===== src/rtl/run_controller_pkg.sv =====
// ============================================================================
// run_controller_pkg: state encoding shared by the run controller blocks.
// Rev 1.0
// ============================================================================
`default_nettype none

package run_controller_pkg;

    localparam int RC_STATE_W = 2;

    typedef enum logic [RC_STATE_W-1:0] {
        RC_HOLD = 2'd0,
        RC_RUN  = 2'd1,
        RC_DONE = 2'd2
    } rc_state_t;

endpackage

`default_nettype wire


===== src/rtl/run_controller_if.sv =====
// ============================================================================
// run_controller_if: core-facing status/stimulus bundle of the run controller.
// Rev 1.0
// ============================================================================
`default_nettype none

interface run_controller_if #(
    parameter int PC_W  = 32,
    parameter int CNT_W = 32
);
    logic             run_en;
    logic [PC_W-1:0]  pc;
    logic             retire;
    logic             core_n_reset;
    logic             running;
    logic             done;
    logic             halted;
    logic             timeout;
    logic [CNT_W-1:0] cycle_count;
    logic [CNT_W-1:0] retire_count;

    modport master (
        output run_en, pc, retire,
        input  core_n_reset, running, done, halted, timeout, cycle_count, retire_count
    );

    modport slave (
        input  run_en, pc, retire,
        output core_n_reset, running, done, halted, timeout, cycle_count, retire_count
    );
endinterface

`default_nettype wire


===== src/rtl/reset_synchronizer.sv =====
// ============================================================================
// reset_synchronizer: async-assert, sync-deassert active-low reset.
// Rev 1.0
// ============================================================================
`default_nettype none

module reset_synchronizer #(
    parameter int SYNC_STAGES = 2
) (
    input  logic clk,
    input  logic n_reset,
    output logic rst_sync_n
);
    logic [SYNC_STAGES-1:0] r_sync;

    always_ff @(posedge clk or negedge n_reset) begin
        if (!n_reset) begin
            r_sync <= '0;
        end else begin
            r_sync <= {r_sync[SYNC_STAGES-2:0], 1'b1};
        end
    end

    assign rst_sync_n = r_sync[SYNC_STAGES-1];
endmodule

`default_nettype wire


===== src/rtl/run_controller.sv =====
// ============================================================================
// run_controller: core reset sequencing, cycle/retire counting, halt/timeout end.
// Rev 1.0
// ============================================================================
`default_nettype none

module run_controller
    import run_controller_pkg::*;
#(
    parameter int SYNC_STAGES  = 2,
    parameter int RESET_CYCLES = 4,
    parameter int MAX_CYCLES   = 200,
    parameter int STALL_LIMIT  = 8,
    parameter int PC_W         = 32,
    parameter int CNT_W        = 32
) (
    input  logic            clk,
    input  logic            n_reset,
    run_controller_if.slave bus
);
    localparam int c_HOLD_W  = (RESET_CYCLES > 1) ? $clog2(RESET_CYCLES) : 1;
    localparam int c_STALL_W = $clog2(STALL_LIMIT);

    logic                 rst_sync_n;
    rc_state_t            r_state,        w_state_nxt;
    logic [c_HOLD_W-1:0]  r_hold_cnt,     w_hold_nxt;
    logic [c_STALL_W-1:0] r_stall_cnt,    w_stall_nxt;
    logic [CNT_W-1:0]     r_cycle_cnt,    w_cycle_nxt;
    logic [CNT_W-1:0]     r_retire_cnt,   w_retire_nxt;
    logic [PC_W-1:0]      r_pc_q;
    logic                 r_core_n_reset, w_core_nxt;
    logic                 r_first_run,    w_first_nxt;
    logic                 r_halted,       w_halted_nxt;
    logic                 r_timeout,      w_timeout_nxt;
    logic                 r_done,         w_done_nxt;
    logic                 w_halt_hit;
    logic                 w_limit_hit;

    reset_synchronizer #(
        .SYNC_STAGES (SYNC_STAGES)
    ) u_reset_sync (
        .clk        (clk),
        .n_reset    (n_reset),
        .rst_sync_n (rst_sync_n)
    );

    always_ff @(posedge clk or negedge n_reset) begin
        if (!n_reset) begin
            r_state        <= RC_HOLD;
            r_hold_cnt     <= '0;
            r_stall_cnt    <= '0;
            r_cycle_cnt    <= '0;
            r_retire_cnt   <= '0;
            r_pc_q         <= '0;
            r_core_n_reset <= 1'b0;
            r_first_run    <= 1'b0;
            r_halted       <= 1'b0;
            r_timeout      <= 1'b0;
            r_done         <= 1'b0;
        end else begin
            r_state        <= w_state_nxt;
            r_hold_cnt     <= w_hold_nxt;
            r_stall_cnt    <= w_stall_nxt;
            r_cycle_cnt    <= w_cycle_nxt;
            r_retire_cnt   <= w_retire_nxt;
            r_pc_q         <= bus.pc;
            r_core_n_reset <= w_core_nxt;
            r_first_run    <= w_first_nxt;
            r_halted       <= w_halted_nxt;
            r_timeout      <= w_timeout_nxt;
            r_done         <= w_done_nxt;
        end
    end

    always_comb begin
        w_state_nxt   = r_state;
        w_hold_nxt    = r_hold_cnt;
        w_stall_nxt   = r_stall_cnt;
        w_cycle_nxt   = r_cycle_cnt;
        w_retire_nxt  = r_retire_cnt;
        w_core_nxt    = r_core_n_reset;
        w_first_nxt   = r_first_run;
        w_halted_nxt  = r_halted;
        w_timeout_nxt = r_timeout;
        w_done_nxt    = r_done;
        w_halt_hit    = 1'b0;
        w_limit_hit   = 1'b0;

        case (r_state)
            RC_HOLD: begin
                if (rst_sync_n) begin
                    if (r_hold_cnt == c_HOLD_W'(RESET_CYCLES - 1)) begin
                        w_core_nxt  = 1'b1;
                        w_first_nxt = 1'b1;
                        w_state_nxt = RC_RUN;
                    end else begin
                        w_hold_nxt = r_hold_cnt + 1'b1;
                    end
                end
            end
            RC_RUN: begin
                w_first_nxt = 1'b0;
                if (bus.run_en) begin
                    w_cycle_nxt = r_cycle_cnt + 1'b1;
                    if (bus.retire && (r_retire_cnt != '1)) begin
                        w_retire_nxt = r_retire_cnt + 1'b1;
                    end
                    // pc_q is stale relative to the core on the first RUN cycle
                    if (r_first_run) begin
                        w_stall_nxt = '0;
                    end else if (bus.pc == r_pc_q) begin
                        w_stall_nxt = r_stall_cnt + 1'b1;
                        w_halt_hit  = (r_stall_cnt == c_STALL_W'(STALL_LIMIT - 2));
                    end else begin
                        w_stall_nxt = '0;
                    end
                    w_limit_hit = (r_cycle_cnt == CNT_W'(MAX_CYCLES - 1));
                end else begin
                    w_stall_nxt = '0;
                end
                if (w_halt_hit || w_limit_hit) begin
                    w_halted_nxt  = r_halted  | w_halt_hit;
                    w_timeout_nxt = r_timeout | w_limit_hit;
                    w_done_nxt    = 1'b1;
                    w_state_nxt   = RC_DONE;
                end
            end
            RC_DONE: begin
            end
            default: begin
                w_state_nxt = RC_HOLD;
            end
        endcase
    end

    assign bus.core_n_reset = r_core_n_reset;
    assign bus.running      = (r_state == RC_RUN);
    assign bus.done         = r_done;
    assign bus.halted       = r_halted;
    assign bus.timeout      = r_timeout;
    assign bus.cycle_count  = r_cycle_cnt;
    assign bus.retire_count = r_retire_cnt;
endmodule

`default_nettype wire


===== src/flat_wrapper.sv =====
// flat-port wrapper written by rule: the top's interface ports become plain ports
module run_controller_flat import run_controller_pkg::*;
#(
    parameter int SYNC_STAGES  = 2,
    parameter int RESET_CYCLES = 4,
    parameter int MAX_CYCLES   = 200,
    parameter int STALL_LIMIT  = 8,
    parameter int PC_W         = 32,
    parameter int CNT_W        = 32
)
  (clk, n_reset, bus_run_en, bus_pc, bus_retire, bus_core_n_reset, bus_running, bus_done, bus_halted, bus_timeout, bus_cycle_count, bus_retire_count);
  run_controller_if #(.PC_W(PC_W), .CNT_W(CNT_W)) bus_i ();
  input  logic clk;
  input  logic n_reset;
  input wire logic [$bits(bus_i.run_en)-1:0] bus_run_en;
  input wire logic [$bits(bus_i.pc)-1:0] bus_pc;
  input wire logic [$bits(bus_i.retire)-1:0] bus_retire;
  output wire logic [$bits(bus_i.core_n_reset)-1:0] bus_core_n_reset;
  output wire logic [$bits(bus_i.running)-1:0] bus_running;
  output wire logic [$bits(bus_i.done)-1:0] bus_done;
  output wire logic [$bits(bus_i.halted)-1:0] bus_halted;
  output wire logic [$bits(bus_i.timeout)-1:0] bus_timeout;
  output wire logic [$bits(bus_i.cycle_count)-1:0] bus_cycle_count;
  output wire logic [$bits(bus_i.retire_count)-1:0] bus_retire_count;
  assign bus_i.run_en = bus_run_en;
  assign bus_i.pc = bus_pc;
  assign bus_i.retire = bus_retire;
  assign bus_core_n_reset = bus_i.core_n_reset;
  assign bus_running = bus_i.running;
  assign bus_done = bus_i.done;
  assign bus_halted = bus_i.halted;
  assign bus_timeout = bus_i.timeout;
  assign bus_cycle_count = bus_i.cycle_count;
  assign bus_retire_count = bus_i.retire_count;
  run_controller #(.SYNC_STAGES(SYNC_STAGES), .RESET_CYCLES(RESET_CYCLES), .MAX_CYCLES(MAX_CYCLES), .STALL_LIMIT(STALL_LIMIT), .PC_W(PC_W), .CNT_W(CNT_W)) u_core (.clk(clk), .n_reset(n_reset), .bus(bus_i));
endmodule

===== config.mk =====
export PLATFORM = sky130hd
export DESIGN_NAME = run_controller_flat
export DESIGN_NICKNAME = d
export VERILOG_FILES = /design/src/rtl/run_controller_pkg.sv /design/src/rtl/run_controller_if.sv /design/src/rtl/reset_synchronizer.sv /design/src/rtl/run_controller.sv /design/src/flat_wrapper.sv
export SDC_FILE = /design/constraint.sdc
export NUM_CORES = 1
export LEC_CHECK = 0
export CAP_MARGIN = 20
export CORE_ASPECT_RATIO = 0.9
export CORE_MARGIN = 2
export CORE_UTILIZATION = 51
export CTS_CLUSTER_SIZE = 10
export DETAILED_ROUTE_END_ITERATION = 7
export PLACE_DENSITY_LB_ADDON = 0.05
export SYNTH_ARGS = -nofsm -noshare
export SYNTH_HDL_FRONTEND = slang
export SYNTH_SLANG_ARGS = --single-unit
export TNS_END_PERCENT = 50

===== constraint.sdc =====
create_clock -name clk -period 2.5 [get_ports clk]
set_clock_uncertainty 0.05 [all_clocks]
set_input_delay 0.5 -clock clk [delete_from_list [all_inputs] [get_ports clk]]
set_output_delay 0.5 -clock clk [all_outputs]
set_load 0.01 [all_outputs]

* Yosys cells after proc, flatten, opt, wreduce, memory -nomap -nowiden
Index checks and enable logic that the tools add are counted.
** Storage, ports and cells
- Bits in registers :: 110
- Input bits :: 36
- Output and inout port bits :: 69
- Word-level logic and storage cells :: 57
** Cells by class
- Add/sub/neg operators :: 4
- Equal/unequal tests :: 10
- Multiplexer cells :: 16
- Bitwise logic cells :: 4
- Reductions and logical operators :: 11
** Operator list (count)
- $add 32x1->32 const B :: 2
- $eq 32x32->1 :: 1
- $eq 32x8->1 const B :: 1
- $ne 32x32->1 const B :: 1
- $reduce_and 3->1 :: 4
- $mux 3 :: 3
- $mux 1 :: 8
- $mux 2 :: 3
- $pmux 2 s3 :: 1
- $eq 2x2->1 const B :: 2
- $ne 2x1->1 const B :: 2
- $reduce_and 2->1 :: 2
- $reduce_and 4->1 :: 1
- $add 3x1->3 const B :: 1
- $eq 3x3->1 const B :: 1
- $add 2x1->2 const B :: 1
- $eq 2x1->1 const B :: 1
- $logic_not 2->1 :: 1
- $ne 2x2->1 const B :: 1
- $not 1->1 :: 2
- $or 1x1->1 :: 2
- $pmux 1 s2 :: 1
- $reduce_bool 2->1 :: 1
- $logic_and 1x1->1 :: 1
- $logic_or 1x1->1 :: 1

* Longest topological paths before layout
Gate-level depths: netlist (run 1).
- Word-level depth :: 8
- Gate-level depth with buffers :: 7
- Mapped depth without buffers :: 7

* Hierarchy
From an unflattened synthesis (run 1), not the netlist that was laid out.
** Second synthesis, totals
- Cell total of the unflattened synthesis :: 402
- Area total of the unflattened synthesis :: 4829.6 µm²
** By module, submodules not included
- run_controller :: instances 1, cells an instance 399, area an instance 4775.8 µm², sequential area each 2702.6 µm²
- reset_synchronizer :: instances 1, cells an instance 3, area an instance 53.8 µm², sequential area each 50.0 µm²

* Worst setup path after synthesis (run 1)
OpenSTA, ideal clock, no wires.
- Kind :: register to register
- Start point :: register u_core.r_cycle_cnt[0] (netlist: u_core.bus.cycle_count[0])
- End point :: register u_core.r_cycle_cnt[30] (netlist: u_core.bus.cycle_count[30])
- Setup time :: 0.126 ns
- Arrival time :: 1.767 ns
- Data required time :: 2.324 ns
- Path slack :: 0.557 ns
- Stages on the path, launching flop included :: 7
- Buffers on the path :: 0
- Period minus slack after synthesis :: 1.943 ns
- Cells stage by stage :: dfrtp_1 > ha_1 > and3_1 > nand3_1 > nor4_1 > nand3_1 > xnor2_1
** On the way
- Cells in the longest elaborated chain, start to end :: 1
** RTL lines
- start: declaration :: RTL line run_controller.sv:28 : logic [CNT_W-1:0] r_cycle_cnt, w_cycle_nxt;
- start signal: assignment :: RTL line run_controller.sv:64 : r_cycle_cnt <= w_cycle_nxt;
- $add 32x1->32 :: RTL line run_controller.sv:104 : w_cycle_nxt = r_cycle_cnt + 1'b1;
Every way passes these cells.
A chain may end at the register's enable or synchronous reset.

* Worst setup path in the final report (run 1)
- Start point :: register u_core.r_state[1]
- End point :: output port bus_running
** On the way
- Cells in the longest elaborated chain, start to end :: 1
** RTL lines
- start: declaration :: RTL line run_controller.sv:25 : rc_state_t r_state, w_state_nxt;
- start signal: assignment :: RTL line run_controller.sv:61 : r_state <= w_state_nxt;
- $eq 2x1->1 :: RTL line run_controller.sv:137 : assign bus.running = (r_state == RC_RUN);
- end: declaration :: RTL line flat_wrapper.sv:19 : output wire logic [$bits(bus_i.running)-1:0] bus_running;
Every way passes these cells.

==> flow_results.org, run 1 <==
** Placed design
- Last weighted congestion value of the routability-driven placer :: 0.856
- After detailed placement, the design holds a cell count of ~660.
- Placed wire-length estimate after detailed placement :: 7440 µm
- IO buf count :: approximately 100

** Final layout
- 0 antenna diodes ended up in the layout.
- Proportion of layout cells with a drive suffix above 1 :: under 10%
- Final-layout fill cell count :: 760
- After the last flow step, the layout net total stands at between 500 and 600.
- Compared with the post-synthesis result, the final layout area differs by 31.2%.
- The count of cells in the finished layout, fillers not included, comes to approximately 670.

** CTS
- CTS saw 110 sinks.
- Clock tree synthesis inserted a total of 9 buffers.
- After clock tree synthesis, the clock-pin slew on the worst setup and hold paths is roughly 0.1 ns.
- Number of buffers between clock root and the deepest sink :: 2
- Number of resized instances in the post-cts repair step :: 0
- TritonCTS built the clock tree.
- The clock reaches the later pin of the worst-skew pair after 0.37 ns.
- Max H-tree Level :: 3
- The tree is rooted in a sky130_fd_sc_hd__clkbuf_8.

** Power and ir drop
- The analysis attributes to cell leakage a power of around 2.8 nW.
- Cell internal power was estimated by the tool at about 2.7 mW.
- Share of power burned in the clock network :: about 30%
- Overall power :: 3.73 mW
- Part of the power in combinational logic :: roughly 16%
- The share of total power dissipated in sequential elements is 54.2%.
- Net switching fraction of the power :: around a quarter
- Reported net switching power :: ~1 mW
- Pwr Density :: just under 600 mW/mm²
- IR Drop Worst-Case VDD :: about 0.43 mV

** Yosys
- Post-synthesis net count :: roughly 460
- Synthesized-area fraction occupied by adder cells :: ~1.3%
- After synthesis the netlist holds a flip-flop and latch count of 110.
- During synthesis, Yosys emitted a total of 0 warnings.
- By count the netlist is led by sky130_fd_sc_hd__dfrtp_1 (110), sky130_fd_sc_hd__xnor2_1 (57), sky130_fd_sc_hd__xor2_1 (35).
- Most common cell in the synthesized netlist :: sky130_fd_sc_hd__dfrtp_1
- Compound-gate portion of the synthesized area :: about 2.7%
- Leading cell types by total area after synthesis :: sky130_fd_sc_hd__dfrtp_1 (57%), sky130_fd_sc_hd__xnor2_1 (10%), sky130_fd_sc_hd__xor2_1 (6.4%)
- Fraction of synthesized area in multiplexers :: less than 1%
- For this run, asynchronously set or reset flops after synthesis account for 100%.
- The mapped netlist covers 0.00482 mm².
- Area share of the largest cell type after synthesis :: between 50 and 60%
- Counting distinct cell types in the post-synthesis netlist gives 40.
- Summing the areas of all and, or, nand and nor instances in the mapped netlist gives 20.0% of the synthesized area.
- Number of instances in the synthesized netlist :: 421
- Number of flops mapped to enable cells by yosys :: 0
- After synthesis, the largest family of logic cells by area is simple AND/OR/NAND/NOR gates.
- The synthesized design spends more area on one cell type than any other, namely sky130_fd_sc_hd__dfrtp_1.
- Synthesized-area fraction occupied by xor and xnor cells :: roughly 17%
- Share of the yosys chip area belonging to registers :: a little under three fifths
- Mapped Avg Cell Area :: between 10 and 15 µm²
- The most used flip-flop cell after synthesis is sky130_fd_sc_hd__dfrtp_1.

** Floorplanning
- The initialized floorplan defines 33 standard-cell rows.
- Starting density of the core :: 52.5%
- IO Pins :: roughly 110
- Chip width :: 106 µm
- The core region is approximately 0.0092 mm².
- Die area :: 0.0102 mm²
- The floorplan step set the die height to 96.2 µm.

** Timing
- The number of max-slew violations in the final report was 0.
- Setup repair after global routing left no endpoint under its margin.
- For the pin with the worst max-slew slack, the measured transition is between 0.9 and 1 ns.
- Setup violation total in the final timing report :: 0
- Worst-case headroom to the max-slew limit :: 38.3%
- Final hold violation count :: 0
- Timing would allow up to 424 MHz.
- Post-layout minimum cycle time :: 2.36 ns
- Post-route setup TNS :: 0 ns
- Dividing the final minimum period by the clock period gives a little over nine tenths.

** Global routing
- The number of global-route vias before repair was ~3400.
- Entering global routing, the biggest net connects between 60 and 70 pins.
- Gr usage total :: between 20% and 30%
- For this run the aggregate overflow at the end of global routing stands at 0.
- The first global-routing pass estimated approximately 17000 µm of wire.
- Number of antenna violations at the first check in global routing :: 0

** Detailed routing
- Initial detailed-routing violation count :: 115
- DRC errors left :: 0
- The final layout contains routed wiring with a total length of around 10000 µm.
- ANT nets after route :: 0
- Using the TritonRoute via totals, the vias-per-cell ratio works out to about 5.4.
- Average wire length per cell after detail routing :: about 15 µm
- For this run, the detailed router's first-pass iteration total came to 4.
- The routed layout has about 3600 vias.

** Worst setup path
- Arr. time, crit path :: between 1.5 and 2 ns
- By startpoint and endpoint, the worst setup path is classified as reg -> out.
- Along the worst path, the maximum fanout reaches 9.
- At the worst endpoint, the required time is 1.95 ns.
- STA classifies the critical path startpoint as a flip-flop.
- The worst setup path is captured at a primary output.

** Min path
- The tightest min-delay check is of the reg -> reg type.

** Flow run
- Across the run, the number of max-cap violations was 0.

** Run status
- The run finished with clean final reports.
==> critical path: stages (launching register included) <==
cell	delay (ns)
sky130_fd_sc_hd__dfrtp_1	0.47
sky130_fd_sc_hd__inv_1	0.10
sky130_fd_sc_hd__nand2_1	0.12
sky130_fd_sc_hd__inv_2	0.19
sky130_fd_sc_hd__clkdlybuf4s50_1	0.57
==> power groups by stage <==
| stage | Sequential, mW | Clock, mW | Combinational (mW) |
|---|---|---|---|
| 4_1_cts | 2.02 | 1.17 | 0.592 |
| 3_3_place_gp | 2.05 | 0 | 0.574 |
| 6_report | 2.02 | 1.13 | 0.580 |
| 3_5_place_dp | 2.06 | 0 | 0.587 |
| 5_1_grt | 2.04 | 1.24 | 0.640 |
| 2_1_floorplan | 2.05 | 0 | 0.274 |
==> what timing repair did <==
item                                    CTS  global route
setup buffers                             0             0
endpoints found under the hold margin    27             0
endpoints found under the setup margin    0             0
hold buffers                              1             0
==> through the flow <==
stage	worst slack [ns]	util (%)	cell area, µm²	hold slack [ns]
3_3_place_gp	0.148	66.5	6090	0.284
3_5_place_dp	0.0968	66.5	6090	0.290
6_report	0.140	68.9	6320	0.313
5_1_grt	0.0245	68.9	6320	0.335
4_1_cts	0.130	68.9	6320	0.316
2_1_floorplan	0.557	-	4820	0.154
==> sequential cells by signal (all words and copies together) (netlist names) <==
name / flops
u_core.bus.done: 1
u_core.r_hold_cnt: 2
u_core.bus.cycle_count: 32
u_core.u_reset_sync.r_sync: 2
u_core.r_first_run: 1
u_core.bus.core_n_reset: 1
u_core.r_state: 2
u_core.bus.timeout: 1
u_core.bus.halted: 1
u_core.r_pc_q: 32
u_core.r_stall_cnt: 3
u_core.bus.retire_count: 32
==> cell families (layout without fill, tap and decap cells) <==
| logic type | count (synthesis) | in the layout |
|---|---|---|
| xor+xnor | 92 | 92 |
| flops | 110 | 110 |
| buf+inv | 14 | 143 |
| other cells | 1 | 1 |
| mux | 3 | 3 |
| compound gates | 19 | 19 |
| simple gates | 177 | 177 |
| fa+ha+maj | 5 | 5 |
==> layer usage <==
| layer | up-vias | track usage [%] | part of all wire, % |
|---|---|---|---|
| met5 | - | 0 | 0 |
| met3 | 12 | 4.74 | 4.6 |
| met1 | 1766 | 28.1 | 46 |
| li1 | 1739 | - | - |
| met4 | 0 | 6.17 | 1.2 |
| met2 | 84 | 33.8 | 48 |
==> placed cells by master (no fill, tap or decap), types with 2 or more instances in the layout <==
| cell | count |
|---|---|
| sky130_fd_sc_hd__inv_1 | 6 |
| sky130_fd_sc_hd__or3_1 | 2 |
| sky130_fd_sc_hd__nor4b_1 | 2 |
| sky130_fd_sc_hd__clkdlybuf4s50_1 | 103 |
| sky130_fd_sc_hd__and3_1 | 11 |
| sky130_fd_sc_hd__nor3_1 | 21 |
| sky130_fd_sc_hd__nor2_1 | 29 |
| sky130_fd_sc_hd__a31oi_1 | 3 |
| sky130_fd_sc_hd__o31ai_1 | 2 |
| sky130_fd_sc_hd__nand3_1 | 25 |
| sky130_fd_sc_hd__mux2_2 | 3 |
| sky130_fd_sc_hd__and2_1 | 3 |
| sky130_fd_sc_hd__inv_8 | 2 |
| sky130_fd_sc_hd__and4_1 | 7 |
| sky130_fd_sc_hd__nand2_1 | 31 |
| sky130_fd_sc_hd__dfrtp_1 | 110 |
| sky130_fd_sc_hd__clkbuf_8 | 10 |
| sky130_fd_sc_hd__a21oi_1 | 6 |
| sky130_fd_sc_hd__nor4_1 | 11 |
| sky130_fd_sc_hd__xor2_1 | 35 |
| sky130_fd_sc_hd__nand4_1 | 25 |
| sky130_fd_sc_hd__buf_4 | 15 |
| sky130_fd_sc_hd__a41oi_1 | 3 |
| sky130_fd_sc_hd__ha_1 | 5 |
| sky130_fd_sc_hd__xnor2_1 | 57 |
| sky130_fd_sc_hd__and3b_1 | 2 |
==> final cells by class <==
| type | count | area [µm²] | share of cell area [%] |
|---|---|---|---|
| Inverter | 7 | 26.3 | 0.416 |
| Timing Repair Buffer | 120 | 1170 | 18.6 |
| Tap cell | 122 | 153 | 2.42 |
| Clock buffer | 10 | 138 | 2.18 |
| Multi-Input combinational cell | 297 | 2000 | 31.6 |
| Sequential cell | 110 | 2750 | 43.6 |
| Clock inverter | 6 | 77.6 | 1.23 |
==> final timing paths <==
kind                                                from                             to  slack [ns]  cells after the start
max in group asynchronous                        n_reset              u_core.r_state[0]        1.22                      3
min reg2reg                u_core.u_reset_sync.r_sync[0]  u_core.u_reset_sync.r_sync[1]        0.31                      0
min                        u_core.u_reset_sync.r_sync[0]  u_core.u_reset_sync.r_sync[1]        0.31                      0
max                                    u_core.r_state[1]                    bus_running        0.14                      4
min in group asynchronous                        n_reset     u_core.bus.cycle_count[21]        0.54                      2
max reg2reg                  u_core.bus.retire_count[25]    u_core.bus.retire_count[12]        0.23                      5
(Power assumes the default switching activity.)
==> inputs of run 2 (changes only) <==
CTS_CLUSTER_SIZE = not set   (was 10)
==> results of run 2 <==
Final layout, timing and power as in run 1 (identical DEF).
